$ cat src/rtl/alu_bit_serial_sequencer.sv
// alu_bit_serial_sequencer
// Runs a full-width RISC-V ALU operation through an external combinational
// one-bit ALU slice. The operation takes one bit per clock, LSB first. The
// block latches the operands and the decoded slice controls. It threads the
// carry between bit positions through a register, assembles the result and
// produces the zero, carry and overflow flags.
// Optional feature: define ALU_SLT_EN to enable set-less-than (alu_op 0111).
// Without it, 0111 is treated like any other unsupported code (AND).

module alu_bit_serial_sequencer #(
  parameter int WIDTH = 32
) (
  input  logic             clk,
  input  logic             rst,
  input  logic             start,
  input  logic [WIDTH-1:0] op_a,
  input  logic [WIDTH-1:0] op_b,
  input  logic [3:0]       alu_op,
  output logic             busy,
  output logic             done,
  output logic [WIDTH-1:0] result,
  output logic             zero,
  output logic             carry_out,
  output logic             overflow,
  output logic             slice_a,
  output logic             slice_b,
  output logic             slice_a_invert,
  output logic             slice_b_invert,
  output logic             slice_carry_in,
  output logic [1:0]       slice_operation,
  input  logic             slice_result,
  input  logic             slice_carry_out
);

  localparam int              CW       = (WIDTH > 1) ? $clog2(WIDTH) : 1;
  localparam logic [CW-1:0]   LAST_BIT = CW'(WIDTH - 1);

  localparam logic [1:0] SLICE_AND = 2'b00;
  localparam logic [1:0] SLICE_OR  = 2'b01;
  localparam logic [1:0] SLICE_SUM = 2'b10;

  typedef enum logic [1:0] {
    IDLE = 2'b00,
    RUN  = 2'b01,
    DONE = 2'b10
  } state_t;

  // Slice controls plus the two flags that select how the final bit is handled.
  typedef struct packed {
    logic       a_inv;
    logic       b_inv;
    logic [1:0] op;
    logic       arith;
    logic       slt;
  } ctrl_t;

  // Map the 4-bit ALU control onto slice controls. Unknown codes fall back to AND.
  function automatic ctrl_t decode_op(input logic [3:0] code);
    ctrl_t c;
    c.a_inv = 1'b0;
    c.b_inv = 1'b0;
    c.op    = SLICE_AND;
    c.arith = 1'b0;
    c.slt   = 1'b0;
    case (code)
      4'b0000: c.op = SLICE_AND;
      4'b0001: c.op = SLICE_OR;
      4'b0010: begin
        c.op    = SLICE_SUM;
        c.arith = 1'b1;
      end
      4'b0110: begin
        c.b_inv = 1'b1;
        c.op    = SLICE_SUM;
        c.arith = 1'b1;
      end
      4'b1100: begin
        c.a_inv = 1'b1;
        c.b_inv = 1'b1;
        c.op    = SLICE_AND;
      end
`ifdef ALU_SLT_EN
      4'b0111: begin
        c.b_inv = 1'b1;
        c.op    = SLICE_SUM;
        c.arith = 1'b1;
        c.slt   = 1'b1;
      end
`endif
      default: c.op = SLICE_AND;
    endcase
    return c;
  endfunction

  state_t           state_r;
  state_t           state_s;
  logic [WIDTH-1:0] a_sh_r;
  logic [WIDTH-1:0] b_sh_r;
  ctrl_t            ctrl_r;
  ctrl_t            start_ctrl_s;
  logic [CW-1:0]    cnt_r;
  logic             carry_r;
  logic [WIDTH-1:0] result_r;
  logic             zero_r;
  logic             carry_out_r;
  logic             overflow_r;
  logic             last_bit_s;
  logic             ovf_s;
  logic [WIDTH-1:0] shifted_s;
  logic [WIDTH-1:0] final_s;

  assign start_ctrl_s = decode_op(alu_op);

  // Build the result candidates for this cycle: shift in the slice bit, then apply SLT on the last bit.
  always_comb begin
    last_bit_s = (cnt_r == LAST_BIT);
    ovf_s      = carry_r ^ slice_carry_out;
    shifted_s  = {slice_result, result_r[WIDTH-1:1]};
    final_s    = shifted_s;
    if (ctrl_r.slt) begin
      // The sign of the difference, corrected for overflow, gives "a < b".
      final_s    = '0;
      final_s[0] = slice_result ^ ovf_s;
    end else begin
      final_s = shifted_s;
    end
  end

  // State register.
  always_ff @(posedge clk) begin
    if (rst) begin
      state_r <= IDLE;
    end else begin
      state_r <= state_s;
    end
  end

  // Next-state logic and the status and slice drive outputs.
  always_comb begin
    state_s         = state_r;
    busy            = 1'b0;
    done            = 1'b0;
    slice_a         = 1'b0;
    slice_b         = 1'b0;
    slice_a_invert  = 1'b0;
    slice_b_invert  = 1'b0;
    slice_carry_in  = 1'b0;
    slice_operation = SLICE_AND;
    case (state_r)
      IDLE: begin
        if (start) begin
          state_s = RUN;
        end else begin
          state_s = IDLE;
        end
      end
      RUN: begin
        busy            = 1'b1;
        slice_a         = a_sh_r[0];
        slice_b         = b_sh_r[0];
        slice_a_invert  = ctrl_r.a_inv;
        slice_b_invert  = ctrl_r.b_inv;
        slice_carry_in  = carry_r;
        slice_operation = ctrl_r.op;
        if (last_bit_s) begin
          state_s = DONE;
        end else begin
          state_s = RUN;
        end
      end
      DONE: begin
        busy    = 1'b1;
        done    = 1'b1;
        state_s = IDLE;
      end
      default: begin
        state_s = IDLE;
      end
    endcase
  end

  // Latch operands and controls on start, step one bit per RUN cycle, and capture the flags on the last bit.
  always_ff @(posedge clk) begin
    if (rst) begin
      a_sh_r      <= '0;
      b_sh_r      <= '0;
      ctrl_r      <= '0;
      cnt_r       <= '0;
      carry_r     <= 1'b0;
      result_r    <= '0;
      zero_r      <= 1'b0;
      carry_out_r <= 1'b0;
      overflow_r  <= 1'b0;
    end else begin
      case (state_r)
        IDLE: begin
          if (start) begin
            a_sh_r      <= op_a;
            b_sh_r      <= op_b;
            ctrl_r      <= start_ctrl_s;
            cnt_r       <= '0;
            // Subtraction is a + ~b + 1, so the carry chain starts at 1.
            carry_r     <= start_ctrl_s.b_inv & start_ctrl_s.arith;
            result_r    <= '0;
            zero_r      <= 1'b0;
            carry_out_r <= 1'b0;
            overflow_r  <= 1'b0;
          end
        end
        RUN: begin
          a_sh_r  <= {1'b0, a_sh_r[WIDTH-1:1]};
          b_sh_r  <= {1'b0, b_sh_r[WIDTH-1:1]};
          carry_r <= slice_carry_out;
          cnt_r   <= cnt_r + CW'(1);
          if (last_bit_s) begin
            result_r    <= final_s;
            zero_r      <= (final_s == '0);
            carry_out_r <= ctrl_r.arith & slice_carry_out;
            overflow_r  <= ctrl_r.arith & ovf_s;
          end else begin
            result_r <= shifted_s;
          end
        end
        DONE: begin
          // The result and flags stay as they are until the next accepted start.
        end
        default: begin
          cnt_r <= '0;
        end
      endcase
    end
  end

  assign result    = result_r;
  assign zero      = zero_r;
  assign carry_out = carry_out_r;
  assign overflow  = overflow_r;

endmodule
$ cat config.mk
export PLATFORM = sky130hd
export DESIGN_NAME = alu_bit_serial_sequencer
export DESIGN_NICKNAME = d
export VERILOG_FILES = /design/src/rtl/alu_bit_serial_sequencer.sv
export SDC_FILE = /design/constraint.sdc
export NUM_CORES = 1
export LEC_CHECK = 0
export CAP_MARGIN = 30
export CORE_MARGIN = 5
export CORE_UTILIZATION = 50
export DETAILED_ROUTE_END_ITERATION = 16
export HOLD_SLACK_MARGIN = 0.15
export PLACE_DENSITY = 0.81
export RECOVER_POWER = 100
export SLEW_MARGIN = 20
export SYNTH_ARGS = -nofsm -noshare
export SYNTH_HDL_FRONTEND = slang
export SYNTH_SLANG_ARGS = --single-unit
$ cat constraint.sdc
create_clock -name clk -period 4.3 [get_ports clk]
set_input_delay 0.43 -clock clk [delete_from_list [all_inputs] [get_ports clk]]
set_output_delay 0.43 -clock clk [all_outputs]
set_load 0.005 [all_outputs]
==> impl.org <==
** Timing
- Number of max-slew violations in the final report :: 0
- Final setup fails :: 0
- After layout, the minimum clock period comes to 3.21 ns.
- Final TNS setup :: 0 ns
- Final worst path period share :: 74.8%
- Total count of hold-check failures in the final report :: 0
- At the pin with the least slew margin, the transition time is 1.46 ns.
- Max Clk Rate :: 311 MHz
- Worst-case headroom to the max-slew limit :: 2.72%
- Final hold analysis gives a worst-case slack of 0.467 ns.
- Between clock sinks in the finished design, the worst skew comes to 0.0125 ns.
- Setup repair after global routing left no endpoint under its margin.

** Logic synthesis
- The number of nets handed over by synthesis was 573.
- For this run, the leading register cell type out of synthesis is sky130_fd_sc_hd__dfxtp_1.
- Summing the areas of all fa, ha and maj instances in the mapped netlist gives 1.34% of the synthesized area.
- Yosys warning total :: 0
- After synthesis, the share of flip-flops with an asynchronous set or reset is 0%.
- In this run, synthesis produced a sequential element count of 111.
- Summing the sequential cell areas from Yosys gives 47.7% of the chip area.
- In the synthesized netlist, the number of instances is 495.
- The synthesized netlist devotes 17.8% of its cell area to compound gates.
- Counting flops with a built-in enable in the synthesized netlist gives 0.
- The synthesized netlist devotes 0.188% of its cell area to XOR and XNOR gates.
- Mapped cell area :: 4660 um^2
- By area, the combinational part of the netlist is dominated by compound AO/OA/AOI/OAI gates.
- Mean instance size in the synthesized netlist :: 9.41 um^2
- After synthesis, the share of cell area in mux cells is 14.0%.
- Synthesis instantiated 32 different standard cells from the library.
- The synthesized netlist devotes 14.3% of its cell area to simple gates.

** Clock tree
- The clock tree synthesis step divided the H-tree into 3 levels.
- # clock sinks :: 111
- Cell chosen for the clock root :: sky130_fd_sc_hd__clkbuf_8
- TritonCTS clock tree :: done
- The number of hold buffers added after CTS was 0.
- TritonCTS created 9 clock buffers.
- After clock tree synthesis, the clock-pin slew on the worst setup and hold paths is 0.10 ns.
- Clock Latency Late Sink :: 0.37 ns
- Post-cts sizing count :: 0
- In this run the deepest clock path goes through 2 buffers.
- Buffers added to address setup during post-CTS repair amount to 0.

** Detailed routing
- Detailed routing inserted a total of 3914 vias.
- Drt wl/cell :: 16.0 um
- Residual antenna-violating net count after detailed routing :: 0
- Drt total wl :: 11.2 mm
- Per-cell via count in the routed design :: 5.58
- The first TritonRoute pass finished after 5 iterations.
- The detailed router finished its first iteration with 209 violations.
- In the routed design, unresolved DRC markers number 0.

** Global routing
- Largest net degree at the start of global routing :: 80
- Final global-route overflow total :: 0
- The initial antenna violation count is 0.
- Global routing used 19.8% of the available tracks across all layers.
- The via count of the first global-routing pass came to 3782.
- The first global-routing pass estimated 18.4 mm of wire.

** Layout
- Leading cell type in the layout, fill and taps excluded :: sky130_fd_sc_hd__dfxtp_1
- In the layout the commonest cells are 111 x sky130_fd_sc_hd__dfxtp_1, 106 x sky130_fd_sc_hd__nor2_1, 75 x sky130_fd_sc_hd__clkdlybuf4s50_1, 63 x sky130_fd_sc_hd__mux2i_1, 63 x sky130_fd_sc_hd__a211oi_1.
- The area growth from synthesis to layout is 29.2%.
- 0 antenna diodes ended up in the layout.
- At the end of the flow, the number of nets in the layout was 665.
- Layout cell share with drive strength beyond 1 :: 4.23%

** Floorplanning
- For this configuration, the core starts out at a cell density of 50.9%.
- Area of the die :: 11300 um^2
- Number of top-level pins :: 117
- Cell row count :: 35
- In this run the horizontal extent of the chip is 106 um.
- Chip height :: 106 um
- The region available for standard cell placement spans 9150 um^2.

** Critical path
- The worst setup path is launched from a register.
- Required time at the worst-slack endpoint :: 3.87 ns
- Start-to-end type of the worst setup path :: reg2out
- For the worst setup path, the data arrival time is 2.78 ns.
- Critical path fanouts, max :: 43
- Capturing element type of the critical path :: primary output

** Power
- Power comes to 0.00208 W.
- IR analysis of the VDD net gives a maximum drop of 0.267 mV.
- Pwr dens :: 347 nW/um^2
- In this run the static leakage power is 2.33 nW.

** Placed design
- Placer Congestion :: 0.804
- Post-DP HPWL :: 7.64 mm
- Port Buffer Count :: 116

** Run
- The tool flagged a number of max-cap violations equal to 0.

** Worst hold path
- The path class of the tightest hold or removal check is reg2reg.

** Run status
- Outcome :: complete, no violations
[synthesized netlist by cell type, types with 6 or more instances]
master                     count  area (um^2)
sky130_fd_sc_hd__mux2i_1      64          641
sky130_fd_sc_hd__nor2_1      107          402
sky130_fd_sc_hd__a21oi_1      11         55.1
sky130_fd_sc_hd__and2_1        7         43.8
sky130_fd_sc_hd__nand2b_1      6         37.5
sky130_fd_sc_hd__buf_2        19         95.1
sky130_fd_sc_hd__clkbuf_1     16         60.1
sky130_fd_sc_hd__nand2_1       7         26.3
sky130_fd_sc_hd__dfxtp_1     111         2220
sky130_fd_sc_hd__a211oi_1     63          473
sky130_fd_sc_hd__nor4_1        8         50.1
sky130_fd_sc_hd__a22oi_1      34          255
[per-stage QoR]
stage	std cells	area (um^2)	utilization, %	worst slack [ns]
after floorplan	495	4660	-	2.68
after global placement	686	5820	63.6	1.78
after detailed placement	687	5840	63.9	1.67
after CTS	702	6040	66.0	1.62
after global routing	702	6020	65.7	0.898
final	702	6020	65.7	1.09
[path summary, 6_finish.rpt]
| kind | from | cells past startpoint | to | slack (ns) |
|---|---|---|---|---|
| worst max-delay path | state_r[1] | 5 | slice_a | 1.09 |
| worst max register to register | state_r[1] | 8 | result[1] | 1.33 |
| worst min register to register | carry_out | 2 | carry_out | 0.47 |
| worst min-delay path | carry_out | 2 | carry_out | 0.47 |
[cell type report]
cell class | count | area [um^2]
well taps | 111 | 139
fillers | 735 | 3140
repair buffers | 122 | 1220
flip-flops and latches | 111 | 2220
clock buffers | 9 | 124
clock inverters | 6 | 71.3
multi-input cells | 338 | 2220
inverters | 5 | 18.8
[layer usage]
| layer | share of wire (%) | track usage [%] |
|---|---|---|
| met1 | 46 | 26.4 |
| met2 | 44 | 29.6 |
| met3 | 9.3 | 8.62 |
| met4 | 1.1 | 4.84 |
| met5 | 0 | 0 |
[sequential cells by signal, indices dropped and copies added, names as in the netlist, 2 cells and up]
signal,count
cnt_r,5
b_sh_r,32
a_sh_r,32
state_r,2
ctrl_r,4
result,32
[worst max-delay path, stage by stage (launching register included)]
cell and delay, ns:
sky130_fd_sc_hd__dfxtp_1 0.33, sky130_fd_sc_hd__inv_1 0.08, sky130_fd_sc_hd__ha_1 0.20, sky130_fd_sc_hd__clkbuf_2 0.98, sky130_fd_sc_hd__and2_1 0.24, sky130_fd_sc_hd__dlygate4sd3_1 0.57
[kinds of logic (layout without fill, tap and decap cells)]
| group | Yosys count | after routing |
|---|---|---|
| AND/OR/NAND/NOR | 153 | 153 |
| AO/OA/AOI/OAI | 114 | 114 |
| flip-flops | 111 | 111 |
| multiplexers | 65 | 65 |
| buffers and inverters | 46 | 142 |
| adder cells (fa/ha/maj) | 5 | 5 |
| XOR/XNOR | 1 | 1 |
[power breakdown]
part / leakage [nW] / switching (W) / internal [W]
Combinational: 1.33 / 0.000173 / 0.000164
Clock: 0.0919 / 0.000350 / 0.000270
Sequential: 0.910 / 0.0000338 / 0.00109
Total: 2.33 / 0.000556 / 0.00153
Power figures use the tool's default switching activity.
